`config.mk`:
```
export PLATFORM = sky130hd
export DESIGN_NAME = ttl_shiftreg_univ_sync
export DESIGN_NICKNAME = d
export VERILOG_FILES = /design/src/rtl/ttl_shiftreg_univ_sync.sv
export SDC_FILE = /design/constraint.sdc
export NUM_CORES = 1
export LEC_CHECK = 0
export BUFFER_PORTS_ARGS = -buffer_cell sky130_fd_sc_hd__buf_2
export CAP_MARGIN = 0
export CORE_AREA = 4 4 58 60
export DETAILED_ROUTE_END_ITERATION = 6
export DIE_AREA = 0 0 62 64
export PLACE_DENSITY = 0.72
export SYNTH_ARGS = -nofsm -noshare
export SYNTH_HDL_FRONTEND = slang
export SYNTH_SLANG_ARGS = --single-unit
```
`constraint.sdc`:
```
create_clock -name clk -period 1.6 [get_ports clk]
set_input_delay 0.32 -clock clk [delete_from_list [all_inputs] [get_ports clk]]
set_output_delay 0.32 -clock clk [all_outputs]
set_load 0.005 [all_outputs]
```
`src/rtl/ttl_shiftreg_univ_sync.sv`:
```
// N-bit 74194-style universal shift register (hold / up / down / load, optional rotate)
// with a cen-qualified auto-shift sequencer that reports completion on done.
module ttl_shiftreg_univ_sync #(
    parameter int WIDTH    = 8,
    parameter bit EDGE_CEN = 1'b1,
    parameter int CNT_W    = 4
) (
    input  logic             clk,
    input  logic             CR_n,
    input  logic             cen,
    input  logic [1:0]       S,
    input  logic             ROT,
    input  logic             Dsr,
    input  logic             Dsl,
    input  logic [WIDTH-1:0] D,
    input  logic             start,
    input  logic [CNT_W-1:0] cnt,
    output logic [WIDTH-1:0] Q,
    output logic             SO_U,
    output logic             SO_D,
    output logic             busy,
    output logic             done
);

    logic             last_cen;
    logic             cen_ev;
    logic             auto_req;
    logic [1:0]       dir;
    logic [CNT_W-1:0] remain;

    // last_cen resets high so a cen held through reset release is not an edge
    assign cen_ev   = EDGE_CEN ? (cen & ~last_cen) : cen;
    assign auto_req = start & ((S == 2'b01) | (S == 2'b10));

    assign SO_U = Q[WIDTH-1];
    assign SO_D = Q[0];

    function automatic logic [WIDTH-1:0] shift_op(
        input logic [1:0]       mode,
        input logic [WIDTH-1:0] q,
        input logic             rot,
        input logic             dsr,
        input logic             dsl
    );
        logic [WIDTH-1:0] r;
        r = q;
        if (mode == 2'b01)
            r = {q[WIDTH-2:0], rot ? q[WIDTH-1] : dsr};
        else if (mode == 2'b10)
            r = {rot ? q[0] : dsl, q[WIDTH-1:1]};
        return r;
    endfunction

    always_ff @(posedge clk or negedge CR_n) begin
        if (!CR_n) begin
            Q        <= '0;
            busy     <= 1'b0;
            done     <= 1'b0;
            remain   <= '0;
            dir      <= 2'b01;
            last_cen <= 1'b1;
        end else begin
            last_cen <= cen;
            done     <= 1'b0;
            if (!busy) begin
                if (auto_req) begin
                    // the start cycle swallows any cen event
                    dir    <= S;
                    remain <= cnt;
                    if (cnt == '0) done <= 1'b1;
                    else           busy <= 1'b1;
                end else if (cen_ev) begin
                    case (S)
                        2'b01, 2'b10: Q <= shift_op(S, Q, ROT, Dsr, Dsl);
                        2'b11:        Q <= D;
                        default:      Q <= Q;
                    endcase
                end
            end else if (cen_ev) begin
                Q      <= shift_op(dir, Q, ROT, Dsr, Dsl);
                remain <= remain - 1'b1;
                if (remain == CNT_W'(1)) begin
                    busy <= 1'b0;
                    done <= 1'b1;
                end
            end
        end
    end

endmodule

```
==> results of run 1 <==
final cells by class:
class | instances | area [µm²]
clock buffers | 4 | 26.3
fillers | 281 | 1350
inverters | 8 | 30.0
multi-input cells | 93 | 795
flip-flops and latches | 17 | 429
well taps | 33 | 41.3
repair buffers | 42 | 258
layer usage:
metal / wire, µm / global-route usage [%]
met4: 44 / 4.51
met2: 1540 / 28.2
met3: 181 / 3.64
met5: 0 / 0
met1: 1240 / 19.4
power breakdown:
| group | internal (mW) | switching (mW) |
|---|---|---|
| clock | 0.0971 | 0.144 |
| combinational | 0.844 | 0.642 |
| sequential | 0.630 | 0.270 |
| total | 1.57 | 1.06 |
timing repair:
| item | in CTS | in global routing |
|---|---|---|
| hold endpoints to repair | 15 | 0 |
| setup buffers | 0 | 0 |
| setup endpoints to repair | 1 | 6 |
| hold buffers | 1 | 0 |
| gates resized for setup | 2 | 6 |
state kept, by name (all words and copies together), names as in the netlist:
signal,count
Q,8
busy,1
dir,2
done,1
last_cen,1
remain,4
kinds of logic (layout without fill, tap and decap cells):
logic type,Yosys count,in the layout
xor gates and xnor gates,1,1
buffers and inverters,17,54
DFF,17,17
and+or+nand+nor,27,27
muxes,28,28
adders and majority gates,5,5
AOI/OAI and AO/OA,32,32
placed cells by master, fill, tap and decap left out, types with 2 or more instances in the layout:
| master | count |
|---|---|
| mux2_4 | 7 |
| dfrtp_1 | 14 |
| nand2b_1 | 2 |
| mux2_2 | 3 |
| buf_4 | 7 |
| mux2i_1 | 17 |
| nor3_1 | 2 |
| o21ai_0 | 3 |
| dfstp_2 | 2 |
| a21oi_1 | 3 |
| clkbuf_4 | 3 |
| nand2_1 | 12 |
| nor2b_1 | 2 |
| inv_1 | 6 |
| nor2_1 | 4 |
| a22oi_1 | 3 |
| o21ai_1 | 2 |
| ha_1 | 4 |
| a211oi_1 | 2 |
| o211ai_1 | 7 |
| buf_2 | 32 |
| inv_2 | 2 |
| a21boi_0 | 3 |
through the flow:
stage               area [µm²]  total power [mW]  setup TNS [ns]
finish                    1580              2.63               0
floorplan                 1300              1.91               0
detailed placement        1520              2.33          -0.948
global placement          1520              2.25          -0.664
global route              1580              2.86               0
CTS                       1570              2.60               0
worst register-to-register path, stage by stage, from the launching register on:
cell and delay [ns]:
dfstp_2 0.56, nor2b_4 0.15, buf_8 0.15, mux2i_1 0.18, a21boi_0 0.11, mux2_4 0.28
final timing paths:
path / depth (start not counted) / slack [ns] / to
setup / recovery: 5 / 0.07 / Q[3]
hold / removal: 1 / 0.13 / last_cen
setup reg to reg: 5 / 0.07 / Q[3]
hold reg to reg: 1 / 0.56 / remain[0]
max in group asynchronous: 2 / 0.79 / dir[0]
min in group asynchronous: 2 / 0.48 / done
==> flow_summary.toml, run 1 <==
[hold_path]
hp-class = "input port to flop"
holdCritStartpoint = "cen"

[yosys]
synth_cell_type_count = 36
syn_nets = 153
synth_edf_count = 0
ys_warn_count = 0
yosys.area.top_type = "dfrtp_1"
synth_compound_area_share_pct = 18.7
syn-cell-area_um2 = 1290
synth_top_family_by_area = "multiplexers"
synth.area.top_cells = "dfrtp_1, mux2i_1, mux2_4, ha_1, dfstp_2"
synthSimpleGateAreaFrac_pct = 10.8
ys_seq_area_share_pct = 33.1
synth_fa_ha_area_share_pct = 4.84
async_flop_share_pct = 100
synth_area_per_cell_um2 = 10.2
ys.flop_type = "dfrtp_1"
yosys-top-cells-count = "mux2i_1, dfrtp_1, nand2_1"
synth_xor_area_share_pct = 0.678
synth.area.mux_share_pct = 24.7
synth_seq_cells = 17
synth_top_area_share_pct = 29.1
syn_inst = 127
synth_most_common_cell = "mux2i_1"

[worst_setup_path]
slowest_stage = "dfstp_2"
critPathBufInv = 1
cp.required_ns = 1.79
cp.arrival_ns = 1.72
worstSetupStartpoint = "dir[0]"
crit_type = "flop to flop"
crit_family = "flip-flops"
crit_path_cell_trace = "nor2b_4 -> buf_8 -> mux2i_1 -> a21boi_0 -> mux2_4"
cp-start-kind = "flop"
r2r_start = "dir[0]"
slowest_delay_ns = 0.56
path_max_fanout = 8
worstSetupEndpointType = "flop"

[cells_and_area]
insertedDiodeCount = 0
final_cell_count_no_fill = 197
area_growth_pct = 22.3
drive_above_1_share_pct = 40.2
nNetsFinal = 191
post-route-util_pct = 53.9

[die]
die_h_um = 64
core_area_um2 = 2930
die_w_um = 62
fp-row-count = 20
die_area_um2 = 3970
start_util_pct = 44.1
boundaryPins = 33

[grt]
antenna_found_initial = 0
overflow = 0
grt_pass1_vias = 1087
grt_pass1_wl_um = 4900
track_usage_pct = 16.3
grt_start_max_net_pins = 18

[place]
routabilityCongestion = 0.828
dp_slack_ns = -0.128
numPortBuffers = 32
dp.cells = 192
dp_hpwl_um = 2300

[sta]
tightestPinTransition_ns = 0.444
setup_viol = 0
drv_slew = 0
timing.fmax_mhz = 654
slew_headroom_pct = 70.2
finClkSkew_ns = 0.00368
fin_crit_sh_pct = 95.6
fin_hold_ws_ns = 0.130
fin_ws_ns = 0.0710
finalCriticalPeriod_ns = 1.53
hold_violations = 0
rsz0062_at_grt = "no"

[job]
maxCapViolCount = 0

[clock_network]
cts-root-buf = "clkbuf_4"
clkTransAtPathRegs_ns = 0.10
clock-sinks = 17
cts_inserted_buffers = 3
clock_latency_ns = 0.30
cts_tree = "yes"
cts_buffer_depth = 2
ctsHtreeMaxLevel = 1

[drt]
drt_wl_total_um = 3010
wire_per_inst_um = 15.3
vias = 1104
drtIter0Drc = 46
postRouteAntennaNets = 0
drt-pass1-iter-count = 4
viasPerCell = 5.60
drc = 0

[pwr]
leakagePower_nw = 0.742
power_density_nw_per_um2 = 1660
peakVddDrop_mv = 0.774

[status]
status = "completed"
No activity file was read; power rests on OpenSTA's default activity.
==> inputs of run 2 (changes only) <==
--- a/config.mk
+++ b/config.mk
@@ -11,6 +11,7 @@
 export DETAILED_ROUTE_END_ITERATION = 6
 export DIE_AREA = 0 0 62 64
 export PLACE_DENSITY = 0.72
+export REMOVE_ABC_BUFFERS = 1
 export SYNTH_ARGS = -nofsm -noshare
 export SYNTH_HDL_FRONTEND = slang
 export SYNTH_SLANG_ARGS = --single-unit
==> flow_summary.toml, run 2 (synthesized netlist as in run 1, its figures left out) <==
[worst_setup_path]
cp.arrival_ns = 1.72
slowest_delay_ns = 0.36
crit_path_cell_trace = "buf_2 -> inv_1 -> ha_2 -> a221oi_2 -> o21ai_4 -> buf_12 -> mux2_4"
r2r_setup_slack_ns = 0.09
cp.required_ns = 1.79
path_max_fanout = 7
worstSetupEndpointType = "flop"
crit_type = "input port to flop"
cp-start-kind = "input port"
slowest_stage = "a221oi_2"

[grt]
antenna_found_initial = 0
grt_pass1_vias = 1123
grt_pass1_wl_um = 5000
track_usage_pct = 16.8
busiest_layer = "met2"
overflow = 0
grt_start_max_net_pins = 18
grt_util_met3_pct = 3.43
grt_use_met2_pct = 26.7
gr-usage-met1_pct = 22.6

[clock_network]
cts_buffer_depth = 2
clkTransAtPathRegs_ns = 0.10
clock_latency_ns = 0.29
ctsHtreeMaxLevel = 1
cts-root-buf = "clkbuf_4"
cts_tree = "yes"
cts_inserted_buffers = 3
clock-sinks = 17

[place]
dp_hpwl_um = 2340
numPortBuffers = 32
routabilityCongestion = 0.782
dp_slack_ns = -0.253

[cells_and_area]
insertedDiodeCount = 0
reg.largest.list = "Q x8, remain x4, dir x2"
fillers = 271
register_area_um2 = 428
post-route-util_pct = 54.7
largest_reg_flops = 8
multi_input_area_um2 = 781
top_register = "Q"
area_growth_pct = 24.1
drive_above_1_share_pct = 40.8
layout_common_cells = "buf_2, mux2i_1, dfrtp_1"
nNetsFinal = 196
final_common_cell = "buf_2"

[drt]
drt_wl_total_um = 2990
vias = 1099
drt-pass1-iter-count = 4
drc = 0
viasPerCell = 5.44
drtIter0Drc = 57
wire_per_inst_um = 14.8
postRouteAntennaNets = 0

[pwr]
power_density_nw_per_um2 = 1650
leakagePower_nw = 0.770
peakVddDrop_mv = 0.925

[sta]
fin_crit_sh_pct = 95.8
finalCriticalPeriod_ns = 1.53
hold_violations = 0
setup_viol = 0
finClkSkew_ns = 0.00377
fin_ws_ns = 0.0669
rsz0062_at_grt = "no"
slew_headroom_pct = 74.6
drv_slew = 0
timing.fmax_mhz = 652
tightestPinTransition_ns = 0.377

[die]
start_util_pct = 44.1
die_area_um2 = 3970
core_area_um2 = 2930
fp-row-count = 20
die_h_um = 64
die_w_um = 62
boundaryPins = 33

[status]
status = "completed"

[hold_path]
hp-class = "input port to flop"

[job]
maxCapViolCount = 0
-- run 2: changes by cell type in the layout (fill, tap and decap cells not counted), sizes merged --
cell,previous run,this run
clkinv,0,1
clkbuf,4,3
buf,41,46
-- run 2: layout make-up --
cell class                 instances  area share, %
timing repair buffer              47           18.4
multi-input combinational         93           48.7
tap                               33           2.58
clock inverter                     1          0.312
sequential                        17           26.7
inverter                           8           1.87
clock buffer                       3           1.41
-- run 2: path summary, 6_finish.rpt --
| kind | start | to | depth (start not counted) |
|---|---|---|---|
| worst max-delay path | S[1] | Q[3] | 7 |
| worst min-delay path | cen | last_cen | 1 |
| worst max register to register | dir[0] | Q[7] | 5 |
| worst min register to register | dir[1] | dir[1] | 2 |
| max in group asynchronous | CR_n | dir[0] | 2 |
| min in group asynchronous | CR_n | Q[7] | 2 |
-- run 2: stage by stage --
stage	instances	power [mW]	instance area, µm²	TNS [ns]	hold WS (ns)
floorplan	118	1.80	1230	-1.59	0.0244
global placement	196	2.29	1540	-1.73	0.259
detailed placement	196	2.36	1540	-2.43	0.271
CTS	201	2.61	1580	0	0.126
global route	202	2.88	1600	0	0.116
finish	202	2.65	1600	0	0.135
-- run 2: layer usage --
| layer | part of all wire, % | wire, µm |
|---|---|---|
| met1 | 45 | 1340 |
| met4 | 1.2 | 36 |
| met5 | 0 | 0 |
| met2 | 48 | 1430 |
| met3 | 6.1 | 181 |
-- run 2: repair_timing --
action / 4_1_cts / 5_1_grt
setup buffers: 0 / 1
endpoints found under the setup margin: 1 / 7
endpoints found under the hold margin: 15 / 0
resized for setup: 1 / 7
hold buffers: 1 / 0
-- run 2: where the power goes --
part,total (mW),internal [mW],switching (mW)
clock network,0.231,0.0931,0.138
logic,1.50,0.868,0.635
registers,0.915,0.627,0.288
-- run 2: worst max-delay path: cells and delay by family --
| kind | cells | cell delay, ns |
|---|---|---|
| AO/OA/AOI/OAI | 2 | 0.45 |
| adder cells (fa/ha/maj) | 1 | 0.31 |
| buffers and inverters | 3 | 0.34 |
| multiplexers | 1 | 0.29 |
==> inputs of run 3 (changes only) <==
--- a/config.mk
+++ b/config.mk
@@ -7,10 +7,10 @@
 export LEC_CHECK = 0
 export BUFFER_PORTS_ARGS = -buffer_cell sky130_fd_sc_hd__buf_2
 export CAP_MARGIN = 0
-export CORE_AREA = 4 4 58 60
+export CORE_AREA = 4 4 55 57
 export DETAILED_ROUTE_END_ITERATION = 6
-export DIE_AREA = 0 0 62 64
-export PLACE_DENSITY = 0.72
+export DIE_AREA = 0 0 59 61
+export PLACE_DENSITY = 0.77
 export REMOVE_ABC_BUFFERS = 1
 export SYNTH_ARGS = -nofsm -noshare
 export SYNTH_HDL_FRONTEND = slang
==> constraint.sdc (replaced) <==
create_clock -name clk -period 1.5 [get_ports clk]
set_input_delay 0.3 -clock clk [delete_from_list [all_inputs] [get_ports clk]]
set_output_delay 0.3 -clock clk [all_outputs]
set_load 0.005 [all_outputs]
==> flow_summary.toml, run 3 (synthesized netlist as in run 1, its figures left out) <==
[status]
status = "complete, but fails checks"
violations = "negative setup slack"

[place]
dp_hpwl_um = 2400
numPortBuffers = 32
routabilityCongestion = 0.841

[die]
boundaryPins = 33
start_util_pct = 52.1
fp-row-count = 18
core_area_um2 = 2480
die_area_um2 = 3600
die_w_um = 59
die_h_um = 61

[worst_setup_path]
cp-start-kind = "flop"
worstSetupStartpoint = "dir[0]"
cp.required_ns = 1.69
path_max_fanout = 8
cp.arrival_ns = 1.72
r2r_start = "dir[0]"
r2r_setup_slack_ns = -0.03
worstSetupEndpointType = "flop"
crit_type = "flop to flop"
r2r-end = "Q[7]"
reg2regPathDepth = 5

[drt]
viasPerCell = 5.47
drtIter0Drc = 28
drt-pass1-iter-count = 4
drt_wl_total_um = 3060
drc = 0
wire_per_inst_um = 15.1
postRouteAntennaNets = 0
vias = 1110

[grt]
grt_pass1_wl_um = 4880
antenna_found_initial = 0
grt_pass1_vias = 1082
overflow = 0
track_usage_pct = 17.8
grt_start_max_net_pins = 18

[cells_and_area]
register_area_um2 = 429
fillers = 207
insertedDiodeCount = 0
nNetsFinal = 200
area_growth_pct = 27.9
drive_above_1_share_pct = 43.4
largest_reg_flops = 8
top_register = "Q"
post-route-util_pct = 66.7
reg.largest.list = "Q x8, remain x4, dir x2"
multi_input_area_um2 = 798
final_common_cell = "buf_2"
layout_common_cells = "buf_2, mux2i_1, buf_4"

[hold_path]
hp-class = "input port to flop"
holdPathStages = 1
holdPathEnd = "last_cen"
holdCritStartpoint = "cen"

[clock_network]
cts_tree = "yes"
cts_buffer_depth = 2
clock_latency_ns = 0.29
ctsHtreeMaxLevel = 1
cts-root-buf = "clkbuf_4"
clkTransAtPathRegs_ns = 0.11
clock-sinks = 17
cts_inserted_buffers = 3

[sta]
fin_ws_ns = -0.0345
drv_slew = 0
hold_violations = 0
finClkSkew_ns = 0.00267
tightestPinTransition_ns = 0.402
slew_headroom_pct = 73.2
rsz0062_at_grt = "yes"
setup_tns_ns = -0.0549
setup_viol = 3
timing.fmax_mhz = 652
fin_crit_sh_pct = 102
finalCriticalPeriod_ns = 1.53

[job]
maxCapViolCount = 0

[pwr]
power_density_nw_per_um2 = 1780
leakagePower_nw = 0.796
peakVddDrop_mv = 1.12
total_power_mw = 2.94
-- run 3: worst max path at each step --
stage          endpoint  cells past startpoint
5_1_grt            Q[7]                      5
3_5_place_dp       Q[3]                      8
4_1_cts            Q[7]                      5
3_3_place_gp       Q[3]                      7
6_report           Q[7]                      5
2_1_floorplan      Q[7]                      4
-- run 3: routing by layer --
metal | share of wire, % | GRT usage, % | routed length (µm) | up-vias
met3 | 3.8 | 2.77 | 115 | 8
met4 | 2.0 | 5.83 | 61 | 0
met5 | 0 | 0 | 0 | -
met1 | 46 | 25.4 | 1420 | 522
li1 | - | - | - | 554
met2 | 48 | 27.6 | 1470 | 26
-- run 3: what timing repair did --
| item | in CTS | in global routing |
|---|---|---|
| pin swaps | 2 | 5 |
| setup endpoints to repair | 8 | 12 |
| hold buffers | 1 | 0 |
| endpoints found under the hold margin | 15 | 0 |
| resized for setup | 10 | 4 |
| setup buffers | 1 | 1 |
-- run 3: layout make-up --
cell class | count | area share, %
clock buffers | 3 | 1.36
clock inverters | 1 | 0.303
inverters | 8 | 1.82
multi-input cells | 93 | 48.3
flip-flops and latches | 17 | 26.0
well taps | 30 | 2.27
repair buffers | 51 | 19.9
-- run 3: worst max-delay path, stage by stage (launching register included) --
cell,delay (ns)
dfstp_2,0.57
nor2b_4,0.15
buf_8,0.15
mux2i_1,0.20
a22oi_1,0.10
mux2_4,0.27
-- run 3: power by group --
group / internal [mW] / switching (mW)
clock network: 0.0991 / 0.155
registers: 0.672 / 0.293
logic: 1.00 / 0.720
-- run 3: through the flow --
step | cells | hold WS (ns) | worst slack, ns | instance area (µm²)
2_1_floorplan | 118 | 0.00441 | -0.324 | 1230
3_3_place_gp | 196 | 0.245 | -0.271 | 1560
3_5_place_dp | 196 | 0.245 | -0.336 | 1560
4_1_cts | 202 | 0.113 | -0.0432 | 1640
5_1_grt | 203 | 0.0977 | -0.114 | 1650
6_report | 203 | 0.114 | -0.0345 | 1650
